===== src/rtl/weight_pkg.sv =====
// weight_pkg: shared defaults and the saturating increment for the cabin load monitor.
package weight_pkg;
    localparam int WEIGHT_MAX_UNITS_D = 8;
    localparam int WEIGHT_CNT_W_D = 4;
    function automatic int unsigned sat_inc(input int unsigned count, input int unsigned max_v);
        return (count >= max_v) ? count : count + 1;
    endfunction
endpackage


===== src/rtl/weight_edge_det.sv =====
// weight_edge_det: samples weight_flip (2-flop synchronized when WEIGHT_SYNC_EN is defined)
// and emits a one-cycle pulse on each 0->1 transition.
module weight_edge_det (
    input  logic clk,
    input  logic weight_flip_reset,
    input  logic weight_flip,
    output logic rise_o
);
    logic sync_q;
    logic prev_q;
`ifdef WEIGHT_SYNC_EN
    logic meta_q;
    always_ff @(posedge clk) begin
        meta_q <= weight_flip;
        sync_q <= meta_q;
    end
`else
    always_ff @(posedge clk) sync_q <= weight_flip;
`endif
    // prev tracks the sampled level through reset, so a level held across release is not a rise
    always_ff @(posedge clk) prev_q <= sync_q;
    assign rise_o = sync_q & ~prev_q & ~weight_flip_reset;
endmodule


===== src/rtl/weight_limit.sv =====
// weight_limit: counts load-unit rises and raises a sticky over-limit flag once count > MAX_UNITS.
// Define WEIGHT_SYNC_EN to add a 2-flop synchronizer for an asynchronous sensor.
module weight_limit
    import weight_pkg::*;
#(
    parameter int MAX_UNITS = WEIGHT_MAX_UNITS_D,
    parameter int CNT_W = WEIGHT_CNT_W_D
) (
    input  logic clk,
    input  logic weight_flip_reset,
    input  logic weight_flip,
    output logic weight_limit_exceeded
);
    localparam int unsigned CNT_MAX = (1 << CNT_W) - 1;
    localparam logic [CNT_W-1:0] MAX_C = CNT_W'(MAX_UNITS);
    logic rise;
    logic [CNT_W-1:0] count_q, count_d;
    logic flag_q, flag_d;
    weight_edge_det u_edge (
        .clk(clk),
        .weight_flip_reset(weight_flip_reset),
        .weight_flip(weight_flip),
        .rise_o(rise)
    );
    // count only grows between resets, so the compare alone keeps the flag sticky
    always_comb begin
        count_d = rise ? CNT_W'(sat_inc(32'(count_q), CNT_MAX)) : count_q;
        flag_d = count_d > MAX_C;
    end
    always_ff @(posedge clk) begin
        if (weight_flip_reset) begin
            count_q <= '0;
            flag_q <= 1'b0;
        end else begin
            count_q <= count_d;
            flag_q <= flag_d;
        end
    end
    assign weight_limit_exceeded = flag_q;
endmodule


===== config.mk =====
export PLATFORM = sky130hd
export DESIGN_NAME = weight_limit
export DESIGN_NICKNAME = d
export VERILOG_FILES = /design/src/rtl/weight_pkg.sv /design/src/rtl/weight_edge_det.sv /design/src/rtl/weight_limit.sv
export SDC_FILE = /design/constraint.sdc
export NUM_CORES = 1
export LEC_CHECK = 0
export CAP_MARGIN = 20
export CORE_AREA = 2 2 39 41
export DETAILED_ROUTE_END_ITERATION = 16
export DIE_AREA = 0 0 41 43
export PLACE_DENSITY_LB_ADDON = 0.05
export SETUP_SLACK_MARGIN = 0.02
export SKIP_LAST_GASP = 1
export SLEW_MARGIN = 5
export SYNTH_ARGS = -nofsm -noshare
export SYNTH_HDL_FRONTEND = slang
export SYNTH_SLANG_ARGS = --single-unit

===== constraint.sdc =====
create_clock -name clk -period 4.2 [get_ports clk]
set_clock_uncertainty 0.1 [all_clocks]
set_input_delay 0.84 -clock clk [delete_from_list [all_inputs] [get_ports clk]]
set_output_delay 0.84 -clock clk [all_outputs]
set_load 0.005 [all_outputs]

==> summary.txt <==
Global routing
  • First-pass GRT wire length: 869 µm
  • Initial antenna violation count: 0
  • GRT Residual Overflow: 0
  • Maximum number of pins on one net before global-route repair: 7
  • Vias in the first global route: 233
  • Overall routing resource usage: 0.0785

Yosys
  • Synth warnings: 0
  • Largest cells by area after synthesis: sky130_fd_sc_hd__dfxtp_1 47%, sky130_fd_sc_hd__mux2i_1 6.8%, sky130_fd_sc_hd__nand2b_4 4.7%
  • Net Count, Synth: 30
  • Number of flip-flops and latches in the synthesized netlist: 7
  • Fraction of post-synthesis cell area in the top cell type by area: 0.475
  • Number of instances in the synthesized netlist: 26
  • Count of distinct cell types in the synthesized netlist: 16
  • Register area share after synthesis: 0.475
  • Mean instance size in the synthesized netlist: 11.4 µm²
  • Largest area contributor in the synthesized netlist: sky130_fd_sc_hd__dfxtp_1
  • Summed instance area of the synthesized netlist: 295 µm²

Clock tree
  • TritonCTS clock tree: done
  • Number of H-tree branching levels: 1
  • Post-CTS Setup Repair Bufs: 0
  • Cts hold-fix bufs: 0
  • Clock transition at the registers of the reported paths: 0.05 ns
  • Cts repair resizes: 0
  • Number of clock sinks: 7
  • CTS max path bufs: 2
  • Clock root buffer: sky130_fd_sc_hd__clkbuf_4
  • Number of buffers created by CTS: 3
  • Later-pin clock latency in the skew report: 0.24 ns

Floorplan
  • Total die area: 1760 µm²
  • Die width: 41 µm
  • Io pins: 4
  • Standard-cell row count: 14
  • Effective utilization at floorplan: 0.213
  • Total core area: 1380 µm²
  • Die Y: 43 µm

Power
  • Net switching power figure: 26.6 µW
  • Sequential cell fraction of total power: 0.516
  • Combinational fraction of design power: 0.060
  • Worst vdd ir: 202 µV
  • Switching part of the total power: 0.196
  • Clock network power share: 0.424
  • Design internal power: 109 µW
  • Power density over the cells: 365 nW/µm²
  • Pleak: 0.153 nW

Layout
  • Top library cells by usage in the layout, fill and taps aside: 7 x sky130_fd_sc_hd__dfxtp_1, 3 x sky130_fd_sc_hd__nor2_1, 3 x sky130_fd_sc_hd__clkbuf_4, 3 x sky130_fd_sc_hd__clkdlybuf4s50_1
  • Number of inserted filler cells in the final layout: 156
  • Most frequent standard cell in the layout excluding fill and tap cells: sky130_fd_sc_hd__dfxtp_1
  • Synthesis-to-finish area growth: 25.8%
  • # diodes: 0
  • Post-route core utilization: 0.269
  • Share of final-layout standard cells stronger than drive strength 1: 0.212
  • Count of nets after finishing: 38

Critical path
  • Critical-path cell list: clkdlybuf4s50_1, nor3b_1, mux2_2, o21a_1
  • Maximum cell stage delay along the critical path: 0.52 ns
  • Type of origin of the critical path: primary input
  • CP arrival: 2.16 ns
  • Library cell contributing the largest single delay on the critical path: sky130_fd_sc_hd__clkdlybuf4s50_1
  • Critical Path Fanout Max: 6
  • Required @ worst endpoint: 4.24 ns
  • Crit path kind: in -> reg
  • Category of the worst setup path capture point: flip-flop

STA
  • Count of final max-slew check failures: 0
  • Transition time at the pin with the least slew margin: 0.241 ns
  • Unrepaired setup endpoints after global routing: false
  • Final Critical Period: 2.12 ns
  • Maximum clock rate: 472 MHz
  • Post-route clock period utilization: 0.505
  • Total negative setup slack: 0 ns
  • Max-slew headroom at the worst pin: 0.839
  • Count of final setup violators: 0
  • Number of failing hold endpoints at the final stage: 0

Routing
  • Total wire length: 444 µm
  • Total number of vias: 203
  • Routed wirelength normalized by instance count: 9.06 µm
  • First DRT Iteration DRCs: 3
  • Average vias per placed instance: 4.14
  • Post-route DRC: 0
  • Drt first pass iters: 3
  • DRT antenna net count: 0

Run status
  • Outcome: finished clean

Placement
  • Gpl congestion: 0.679
  • Port buffer count: 3

Worst hold path
  • Path class of the lowest-slack min-delay path: reg -> reg

Job
  • Max Cap Viol: 0
==> kinds of logic (layout without fill, tap and decap cells) <==
logic type	Yosys count	after routing	share of synthesized area
AND/OR/NAND/NOR	10	10	0.208
flip-flops	7	7	0.475
AO/OA/AOI/OAI	4	4	0.140
multiplexers	3	3	0.106
adder cells (fa/ha/maj)	1	1	0.0424
XOR/XNOR	1	1	0.0297
buffers and inverters	0	7	0
==> registers in the layout, summed over array words and instances (netlist names) <==
name and cells:
u_edge.prev_q 1, weight_limit_exceeded 1, u_edge.sync_q 1, count_q 4
==> layout make-up <==
type	count	area (µm²)	area share
Sequential cell	7	140	0.377
Timing Repair Buffer	3	30.0	0.0808
Tap cell	16	20.0	0.0539
Multi-Input combinational cell	19	155	0.418
Clock buffer	4	26.3	0.0707
==> synth_stat cells <==
cell type                  instances
sky130_fd_sc_hd__nor2_1            3
sky130_fd_sc_hd__nor2b_1           2
sky130_fd_sc_hd__nand3_1           1
sky130_fd_sc_hd__nor3b_1           1
sky130_fd_sc_hd__xor2_1            1
sky130_fd_sc_hd__ha_1              1
sky130_fd_sc_hd__mux2_2            1
sky130_fd_sc_hd__mux2i_1           2
sky130_fd_sc_hd__a211oi_2          1
sky130_fd_sc_hd__o21ba_1           1
sky130_fd_sc_hd__a311o_2           1
sky130_fd_sc_hd__nand2b_1          1
sky130_fd_sc_hd__nor3_1            1
sky130_fd_sc_hd__nand2b_4          1
sky130_fd_sc_hd__dfxtp_1           7
sky130_fd_sc_hd__o21a_1            1
==> worst max-delay path: cells and delay by family <==
kind	cells	cell delay, ns
compound gates	1	0.18
simple gates	1	0.25
mux	1	0.36
buf+inv	1	0.52
==> power by group through the flow <==
stage	clock, mW	sequential (mW)	combinational, mW
after detailed placement	0	0.0713	0.00829
after global routing	0.0655	0.0700	0.00918
after floorplan	0	0.0710	0.00489
after global placement	0	0.0712	0.00823
after CTS	0.0615	0.0699	0.00831
final	0.0576	0.0700	0.00812
==> final timing paths <==
kind | from | endpoint | slack, ns | depth (start not counted)
min reg2reg | u_edge.sync_q | u_edge.prev_q | 0.29 | 0
min | u_edge.sync_q | u_edge.prev_q | 0.29 | 0
max | weight_flip_reset | weight_limit_exceeded | 2.08 | 4
max reg2reg | count_q[0] | weight_limit_exceeded | 2.63 | 4
==> per-layer routing <==
layer  track usage  wire [µm]  up-vias
met5             0          0        -
met4        0.0400          6        0
met3        0.0628         16        2
met2         0.106        214        2
met1        0.0844        207       91
li1              -          -      108
==> through the flow <==
| stage | power [mW] | hold WS, ns | cells | worst slack, ns | cell area, µm² |
|---|---|---|---|---|---|
| 6_report | 0.136 | 0.288 | 49 | 2.08 | 372 |
| 5_1_grt | 0.145 | 0.296 | 49 | 1.96 | 372 |
| 4_1_cts | 0.140 | 0.290 | 49 | 2.08 | 372 |
| 2_1_floorplan | 0.0759 | 0.273 | 26 | 2.43 | 295 |
| 3_3_place_gp | 0.0794 | 0.278 | 45 | 1.81 | 345 |
| 3_5_place_dp | 0.0796 | 0.283 | 45 | 1.82 | 345 |
(Power assumes the default switching activity.)
